--- src/rtl/cls_pipe_addsub.sv ---
// Pipelined carry-lookahead add/sub, one 16-bit slice per stage; CLS_PIPE_SAT_EN enables signed saturation.
// Latency STAGES = WIDTH/16 cycles, one beat per cycle.
// A held output (out_valid & ~out_ready) freezes every stage and drops in_ready.
module cls_pipe_addsub #(
    parameter int WIDTH = 32
) (
    input  logic             clk,
    input  logic             rst_n,
    input  logic             in_valid,
    output logic             in_ready,
    input  logic             op_sub,
    input  logic [WIDTH-1:0] x,
    input  logic [WIDTH-1:0] y,
    input  logic             cin,
    output logic             out_valid,
    input  logic             out_ready,
    output logic [WIDTH-1:0] d,
    output logic             cout,
    output logic             ovf,
    output logic             zero
);
    localparam int STAGES = WIDTH / 16;
    localparam int L      = STAGES - 1;

    // Per-stage registers (_q), their next values (_d) and each stage's inputs (_s)
    logic             vld_q [STAGES], vld_d [STAGES], vld_s [STAGES];
    logic             op_q  [STAGES], op_d  [STAGES], op_s  [STAGES];
    logic             cy_q  [STAGES], cy_d  [STAGES], cy_s  [STAGES];
    logic             zr_q  [STAGES], zr_d  [STAGES], zr_s  [STAGES];
    logic [WIDTH-1:0] x_q   [STAGES], x_d   [STAGES], x_s   [STAGES];
    logic [WIDTH-1:0] y_q   [STAGES], y_d   [STAGES], y_s   [STAGES];
    logic [WIDTH-1:0] res_q [STAGES], res_d [STAGES], res_s [STAGES];
    logic             ovf_q, ovf_d, cout_q, cout_d;
    logic             adv;

    // 16-bit slice: four 4-bit lookahead groups joined by a group PG unit
    function automatic logic [16:0] cla16(input logic [15:0] a, input logic [15:0] b,
                                          input logic c0);
        logic [15:0] g, p, s;
        logic [3:0]  gg, pg;
        logic [4:0]  gc;
        logic        c;
        g = a & b;
        p = a ^ b;
        s = '0;
        c = 1'b0;
        for (int j = 0; j < 4; j++) begin
            gg[j] = g[4*j+3] | (p[4*j+3] & g[4*j+2]) | (p[4*j+3] & p[4*j+2] & g[4*j+1])
                  | (p[4*j+3] & p[4*j+2] & p[4*j+1] & g[4*j]);
            pg[j] = &p[4*j +: 4];
        end
        gc[0] = c0;
        for (int j = 0; j < 4; j++) gc[j+1] = gg[j] | (pg[j] & gc[j]);
        for (int i = 0; i < 16; i++) begin
            if (i % 4 == 0) c = gc[i/4];
            s[i] = p[i] ^ c;
            c    = g[i] | (p[i] & c);
        end
        return {gc[4], s};
    endfunction

    assign adv       = ~vld_q[L] | out_ready;
    assign in_ready  = adv;
    assign out_valid = vld_q[L];
    assign d         = res_q[L];
    assign zero      = zr_q[L];
    assign cout      = cout_q;
    assign ovf       = ovf_q;

    // Subtraction runs as x + ~y + ~cin, so the internal carry is an inverted borrow
    always_comb begin
        vld_s[0] = in_valid;
        op_s[0]  = op_sub;
        cy_s[0]  = cin ^ op_sub;
        zr_s[0]  = 1'b1;
        x_s[0]   = x;
        y_s[0]   = y;
        res_s[0] = '0;
        for (int k = 1; k < STAGES; k++) begin
            vld_s[k] = vld_q[k-1];
            op_s[k]  = op_q[k-1];
            cy_s[k]  = cy_q[k-1];
            zr_s[k]  = zr_q[k-1];
            x_s[k]   = x_q[k-1];
            y_s[k]   = y_q[k-1];
            res_s[k] = res_q[k-1];
        end
    end

    always_comb begin
        logic [16:0] sl;
        sl = '0;
        for (int k = 0; k < STAGES; k++) begin
            sl       = cla16(x_s[k][16*k +: 16], y_s[k][16*k +: 16] ^ {16{op_s[k]}}, cy_s[k]);
            vld_d[k] = vld_s[k];
            op_d[k]  = op_s[k];
            x_d[k]   = x_s[k];
            y_d[k]   = y_s[k];
            res_d[k] = res_s[k];
            res_d[k][16*k +: 16] = sl[15:0];
            cy_d[k]  = sl[16];
            zr_d[k]  = zr_s[k] & ~|sl[15:0];
        end
        cout_d = cy_d[L] ^ op_s[L];
        ovf_d  = (op_s[L] ? (x_s[L][WIDTH-1] ^ y_s[L][WIDTH-1])
                          : ~(x_s[L][WIDTH-1] ^ y_s[L][WIDTH-1]))
               & (res_d[L][WIDTH-1] ^ x_s[L][WIDTH-1]);
`ifdef CLS_PIPE_SAT_EN
        // Overflow always lands on the side of x's sign; clamped values are never zero
        if (ovf_d) begin
            res_d[L] = x_s[L][WIDTH-1] ? {1'b1, {(WIDTH-1){1'b0}}} : {1'b0, {(WIDTH-1){1'b1}}};
            zr_d[L]  = 1'b0;
        end
`endif
    end

    always_ff @(posedge clk or negedge rst_n) begin
        if (!rst_n) begin
            for (int k = 0; k < STAGES; k++) begin
                vld_q[k] <= 1'b0;
                op_q[k]  <= 1'b0;
                cy_q[k]  <= 1'b0;
                zr_q[k]  <= 1'b0;
                x_q[k]   <= '0;
                y_q[k]   <= '0;
                res_q[k] <= '0;
            end
            ovf_q  <= 1'b0;
            cout_q <= 1'b0;
        end else if (adv) begin
            for (int k = 0; k < STAGES; k++) begin
                vld_q[k] <= vld_d[k];
                op_q[k]  <= op_d[k];
                cy_q[k]  <= cy_d[k];
                zr_q[k]  <= zr_d[k];
                x_q[k]   <= x_d[k];
                y_q[k]   <= y_d[k];
                res_q[k] <= res_d[k];
            end
            ovf_q  <= ovf_d;
            cout_q <= cout_d;
        end
    end
endmodule

--- config.mk ---
export PLATFORM = sky130hd
export DESIGN_NAME = cls_pipe_addsub
export DESIGN_NICKNAME = d
export VERILOG_FILES = /design/src/rtl/cls_pipe_addsub.sv
export SDC_FILE = /design/constraint.sdc
export NUM_CORES = 1
export LEC_CHECK = 0
export CAP_MARGIN = 20
export CORE_MARGIN = 2
export CORE_UTILIZATION = 30
export CTS_BUF_LIST = sky130_fd_sc_hd__clkbuf_4
export DETAILED_ROUTE_END_ITERATION = 7
export DONT_BUFFER_PORTS = 1
export PLACE_DENSITY_LB_ADDON = 0.08
export SKIP_CTS_REPAIR_TIMING = 1
export SKIP_LAST_GASP = 1
export SLEW_MARGIN = 15
export SYNTH_ARGS = -nofsm -noshare
export SYNTH_HDL_FRONTEND = slang
export SYNTH_SLANG_ARGS = --single-unit
--- constraint.sdc ---
create_clock -name clk -period 10.8 [get_ports clk]
set_clock_uncertainty 0.2 [all_clocks]
set_input_delay 1.08 -clock clk [delete_from_list [all_inputs] [get_ports clk]]
set_output_delay 1.08 -clock clk [all_outputs]
set_load 0.005 [all_outputs]
==> impl_metrics.env, run 1 <==
export IMPL_status="completed"
export IMPL_maxCapViolCount=0
export IMPL_wl_per_cell_um=15.5
export IMPL_antenna_found_initial=1
export IMPL_cp_arrival_ns=4.81
export IMPL_portBuffers=0
export IMPL_synth_cell_types=43
export IMPL_vias_per_cell=4.59
export IMPL_grt_max_degree=89
export IMPL_grt_pass1_wl_um=19300
export IMPL_async_reset_ff_frac=1.00
export IMPL_combPwrFrac=0.343
export IMPL_final_antenna_net_count=0
export IMPL_grt_busiest_layer="met2"
export IMPL_num_fill_cells=1725
export IMPL_ys_seq_elements=88
export IMPL_cp_end_kind="register"
export IMPL_timing_critical_path_cells="xor2_1 > ha_1 > nand3_1 > o22ai_1 > nor2_1 > o21ai_0 > a21oi_1 > fa_1 > fa_1 > fa_1 > and4b_1 > nand3_1 > o41ai_1"
export IMPL_area_delta_synth_final_pct=5.54
export IMPL_synth_warnings=0
export IMPL_p_leak_nw=2.65
export IMPL_crit_fanout=20
export IMPL_route_detailed_drc=0
export IMPL_synth_nets=671
export IMPL_reg2reg_slack_ns=6.16
export IMPL_syn_avg_cell_area_um2=9.29
export IMPL_grt_pass1_vias=3688
export IMPL_tightestPinTransition_ns=0.986
export IMPL_max_freq_mhz=216
export IMPL_finalCritPeriodShare=0.429
export IMPL_syn_inst=545
export IMPL_die_area_um2=17900
export IMPL_met2_usage=0.227
export IMPL_holdCritPathClass="input pin to async pin"
export IMPL_critPathLaunchType="register"
export IMPL_period_needed_ns=4.64
export IMPL_vias=3482
export IMPL_clock_root_buffer="clkbuf_4"
export IMPL_clockBufferDepth=2
export IMPL_hpwl_um=8740
export IMPL_clkPwrFrac=0.162
export IMPL_syn_area_um2=5060
export IMPL_reg2reg_from="op_d[0]"
export IMPL_first_pass_iters=4
export IMPL_cp_slowest_cell="dfrtp_1"
export IMPL_drtIter0Drc=141
export IMPL_cts_sinks=88
export IMPL_drive_above_1_share=0.0409
export IMPL_path_delay_family="adder cells"
export IMPL_relSlewSlack=0.343
export IMPL_grt_overflow=0
export IMPL_finalSetupViolations=0
export IMPL_synth_edf_count=0
export IMPL_r2r_end="zero"
export IMPL_crit_required_ns=10.98
export IMPL_core_area_um2=16500
export IMPL_synthTopCellsByArea="dfrtp_1 (43%), nand2_1 (12%), fa_1 (9.5%)"
export IMPL_synthFlopType="dfrtp_1"
export IMPL_fp_dieW_um=134
export IMPL_fin_nets=660
export IMPL_seqPwrFrac=0.495
export IMPL_synth_common_cells="nand2_1 (165), dfrtp_1 (88), inv_1 (45)"
export IMPL_tns_ns=0
export IMPL_synth_top_cell_area_share=0.435
export IMPL_maxSlewViolCount=0
export IMPL_synth_seq_area_share=0.435
export IMPL_max_stage_delay_ns=1.02
export IMPL_wl_um=11700
export IMPL_place_congestion=0.738
export IMPL_crit_buf_inv=0
export IMPL_p_int_mw=0.609
export IMPL_start_util=0.306
export IMPL_rsz0062_at_grt="no"
export IMPL_top_level_ports=107
export IMPL_cts_tree="yes"
export IMPL_clkLatencyLatePin_ns=0.47
export IMPL_path_clk_slew_ns=0.14
export IMPL_use_met3=0.0385
export IMPL_dieHeight_um=134
export IMPL_power_switching_mw=0.397
export IMPL_rows=47
export IMPL_hold_violations=0
export IMPL_grt_usage=0.140
export IMPL_use_met1=0.176
export IMPL_rr_worst_depth=13
export IMPL_yosys_area_top_type="dfrtp_1"
export IMPL_holdWs_ns=0.0823
export IMPL_htreeDepth=3
export IMPL_power_density_nw_per_um2=188
export IMPL_numCtsBuffers=9
export IMPL_postPlaceCellArea_um2=5240
export IMPL_switching_share=0.395
export IMPL_synth_most_common_cell="nand2_1"
export IMPL_stdcell_area_um2=5340
export IMPL_path_class="register to register"
export IMPL_path_common_cell="fa_1"
export IMPL_peakVddDrop_v=0.0000473
==> flip-flops by register name, summed over array words and instances, names as in the netlist <==
register   flops
op_d           1
res_d         16
d             32
zero           1
ovf            1
zr_q           1
vld_d          1
cout           1
cy_q           1
y_d           16
x_d           16
out_valid      1
==> layout by cell type (no fill, tap or decap), types with 2 or more instances in the layout <==
cell type	synthesis	final
o21ai_0	17	17
clkinvlp_4	0	2
xnor2_1	5	5
dfrtp_1	88	88
nand2_1	165	165
clkinv_2	0	2
and4_1	3	3
and3_1	2	2
o22ai_1	2	2
buf_4	2	2
nand4_1	5	5
inv_1	45	45
a21oi_1	36	36
nand3_1	4	4
nor3_1	2	2
clkbuf_4	0	9
ha_1	32	32
a21o_1	4	4
a31oi_1	2	2
nor2_1	28	28
xor2_1	35	35
fa_1	24	24
==> metal layers <==
layer	share of wire	up-vias
met3	0.062	15
li1	-	1720
met4	0.019	0
met5	0	-
met2	0.48	80
met1	0.44	1667
==> cells by family (layout without fill, tap and decap cells) <==
logic type,Yosys count,count (layout),share of synthesized area
and+or+nand+nor,219,219,0.178
DFF,88,88,0.435
AOI/OAI and AO/OA,71,71,0.0808
buffers and inverters,70,63,0.0593
adders and majority gates,56,56,0.174
xor gates and xnor gates,41,41,0.0724
other,0,1,0
==> final cells by class <==
cell class | instances | area (µm²) | area share
Clock buffer | 9 | 67.6 | 0.0126
Timing Repair Buffer | 2 | 15.0 | 0.00281
Multi-Input combinational cell | 387 | 2570 | 0.481
Tap cell | 220 | 275 | 0.0515
Clock inverter | 6 | 37.5 | 0.00703
Inverter | 46 | 175 | 0.0328
Antenna cell | 1 | 2.50 | 0.000468
Sequential cell | 88 | 2200 | 0.412
==> worst max path at each step <==
stage	start	endpoint	slack (ns)	cells past startpoint
after floorplan	op_sub	zr_q[1]	6.25	15
after global placement	op_sub	zr_q[1]	6.24	13
after detailed placement	op_d[0]	zero	6.12	13
after CTS	op_d[0]	zero	6.09	13
after global routing	op_d[0]	zero	5.69	13
final	op_d[0]	zero	6.16	13
==> through the flow <==
| stage | cells | power [mW] | setup WS, ns | util |
|---|---|---|---|---|
| detailed placement | 743 | 0.864 | 6.12 | 0.317 |
| finish | 759 | 1.01 | 6.16 | 0.323 |
| global route | 759 | 1.10 | 5.69 | 0.323 |
| global placement | 743 | 0.859 | 6.24 | 0.317 |
| CTS | 758 | 1.03 | 6.09 | 0.323 |
| floorplan | 545 | 0.745 | 6.25 | - |
==> power by group through the flow <==
| stage | sequential (mW) | combinational (mW) | clock (mW) |
|---|---|---|---|
| 2_1_floorplan | 0.477 | 0.269 | 0 |
| 3_3_place_gp | 0.509 | 0.350 | 0 |
| 3_5_place_dp | 0.509 | 0.355 | 0 |
| 4_1_cts | 0.503 | 0.357 | 0.171 |
| 5_1_grt | 0.512 | 0.405 | 0.183 |
| 6_report | 0.498 | 0.345 | 0.163 |
No activity file was read; power rests on OpenSTA's default activity.
==> inputs of run 2 (changes only) <==
- clock period: 10.8 -> 3.8 ns (I/O delays scaled with it)
==> run 2 against run 1 <==
Net effect: largest cell class unchanged; sequential share of layout area decreased by 5.0 points; clock power increased to 3.7 times the previous value; worst setup slack got worse by 6.1 ns; critical path type unchanged; die area unchanged; critical path depth unchanged.
==> impl_metrics.env, run 2 (synthesis gave the netlist of run 1 again) <==
export IMPL_final_antenna_net_count=0
export IMPL_crit_required_ns=3.98
export IMPL_clock_root_buffer="clkbuf_4"
export IMPL_core_area_um2=16500
export IMPL_max_freq_mhz=270
export IMPL_clkPwrFrac=0.184
export IMPL_cts_sinks=88
export IMPL_power_density_nw_per_um2=534
export IMPL_maxCapViolCount=0
export IMPL_dieHeight_um=134
export IMPL_drtIter0Drc=162
export IMPL_critPathLaunchType="register"
export IMPL_status="completed"
export IMPL_stdcell_area_um2=6090
export IMPL_switching_share=0.369
export IMPL_postPlaceCellArea_um2=5380
export IMPL_htreeDepth=3
export IMPL_vias_per_cell=4.51
export IMPL_fp_dieW_um=134
export IMPL_cp_arrival_ns=3.89
export IMPL_tightestPinTransition_ns=0.704
export IMPL_portBuffers=0
export IMPL_wl_per_cell_um=14.8
export IMPL_path_clk_slew_ns=0.14
export IMPL_largest_reg_flops=32
export IMPL_peakVddDrop_v=0.000181
export IMPL_rows=47
export IMPL_grt_usage=0.141
export IMPL_drive_above_1_share=0.116
export IMPL_p_leak_nw=2.96
export IMPL_cts_tree="yes"
export IMPL_maxSlewViolCount=0
export IMPL_crit_fanout=7
export IMPL_clkLatencyLatePin_ns=0.47
export IMPL_seqPwrFrac=0.431
export IMPL_grt_pass1_vias=3782
export IMPL_grt_pass1_wl_um=19400
export IMPL_hpwl_um=8830
export IMPL_holdWs_ns=0.0249
export IMPL_grt_max_degree=89
export IMPL_cp_end_kind="register"
export IMPL_finalCritPeriodShare=0.976
export IMPL_tns_ns=0
export IMPL_first_pass_iters=4
export IMPL_path_class="register to register"
export IMPL_start_util=0.306
export IMPL_wl_um=12100
export IMPL_place_congestion=0.768
export IMPL_finalSetupViolations=0
export IMPL_holdCritPathClass="input pin to register"
export IMPL_p_int_mw=2.05
export IMPL_numCtsBuffers=9
export IMPL_period_needed_ns=3.71
export IMPL_route_detailed_drc=0
export IMPL_clockBufferDepth=2
export IMPL_relSlewSlack=0.531
export IMPL_rsz0062_at_grt="yes"
export IMPL_area_delta_synth_final_pct=20.3
export IMPL_combPwrFrac=0.385
export IMPL_layout_commonest_cell="nand2_1"
export IMPL_top_level_ports=107
export IMPL_hold_violations=0
export IMPL_power_switching_mw=1.20
export IMPL_die_area_um2=17900
export IMPL_vias=3687
export IMPL_antenna_found_initial=1
export IMPL_final_util=0.369
export IMPL_final_cell_mix="nand2_1 (164), dfrtp_1 (87), inv_1 (44), dlygate4sd3_1 (35), a21oi_1 (34)"
export IMPL_num_fill_cells=1702
export IMPL_grt_overflow=0
export IMPL_fin_nets=718
[run 2: per-stage QoR]
stage | instances | total power [mW] | setup WS (ns)
2_1_floorplan | 545 | 2.12 | -0.0460
3_3_place_gp | 760 | 2.53 | -0.143
3_5_place_dp | 760 | 2.55 | -0.237
4_1_cts | 775 | 3.17 | -0.254
5_1_grt | 817 | 3.56 | -0.0944
6_report | 817 | 3.25 | 0.0910
[run 2: power by group through the flow]
stage | sequential (mW) | clock, mW | combinational, mW
floorplan | 1.35 | 0 | 0.769
global placement | 1.43 | 0 | 1.10
CTS | 1.41 | 0.638 | 1.12
finish | 1.40 | 0.598 | 1.25
global route | 1.44 | 0.672 | 1.45
detailed placement | 1.43 | 0 | 1.12
[run 2: layer usage]
metal	vias to the layer above	part of all wire	GRT usage
met3	14	0.053	0.0427
met2	74	0.49	0.237
li1	1833	-	-
met5	-	0	0
met1	1766	0.44	0.169
met4	0	0.021	0.0556
[run 2: worst max-delay path, stage by stage (launching register included)]
cell     delay, ns
dfrtp_2       0.50
buf_6         0.17
xor2_1        0.16
ha_1          0.34
and3_4        0.22
nand2_4       0.05
o21ai_4       0.14
a21oi_2       0.08
fa_2          0.34
fa_2          0.34
fa_1          0.50
and4b_1       0.19
nand3_1       0.10
o41ai_2       0.30
[run 2: final cells by class]
type	instances	area [µm²]	share of cell area
Antenna cell	1	2.50	0.000411
Clock buffer	10	75.1	0.0123
Clock inverter	5	82.6	0.0136
Inverter	46	175	0.0288
Multi-Input combinational cell	387	2700	0.443
Sequential cell	88	2200	0.362
Tap cell	220	275	0.0452
Timing Repair Buffer	60	578	0.0949
[run 2: worst paths after layout]
| path | from | end | slack (ns) | cells after the start |
|---|---|---|---|---|
| max | op_d[0] | zero | 0.09 | 13 |
| min | x[6] | res_d[6] | 0.02 | 3 |
| max reg2reg | op_d[0] | zero | 0.09 | 13 |
| min reg2reg | vld_d[0] | vld_d[0] | 0.27 | 2 |
| max in group asynchronous | rst_n | op_d[0] | 2.73 | 2 |
| min in group asynchronous | rst_n | y_d[28] | 0.25 | 2 |
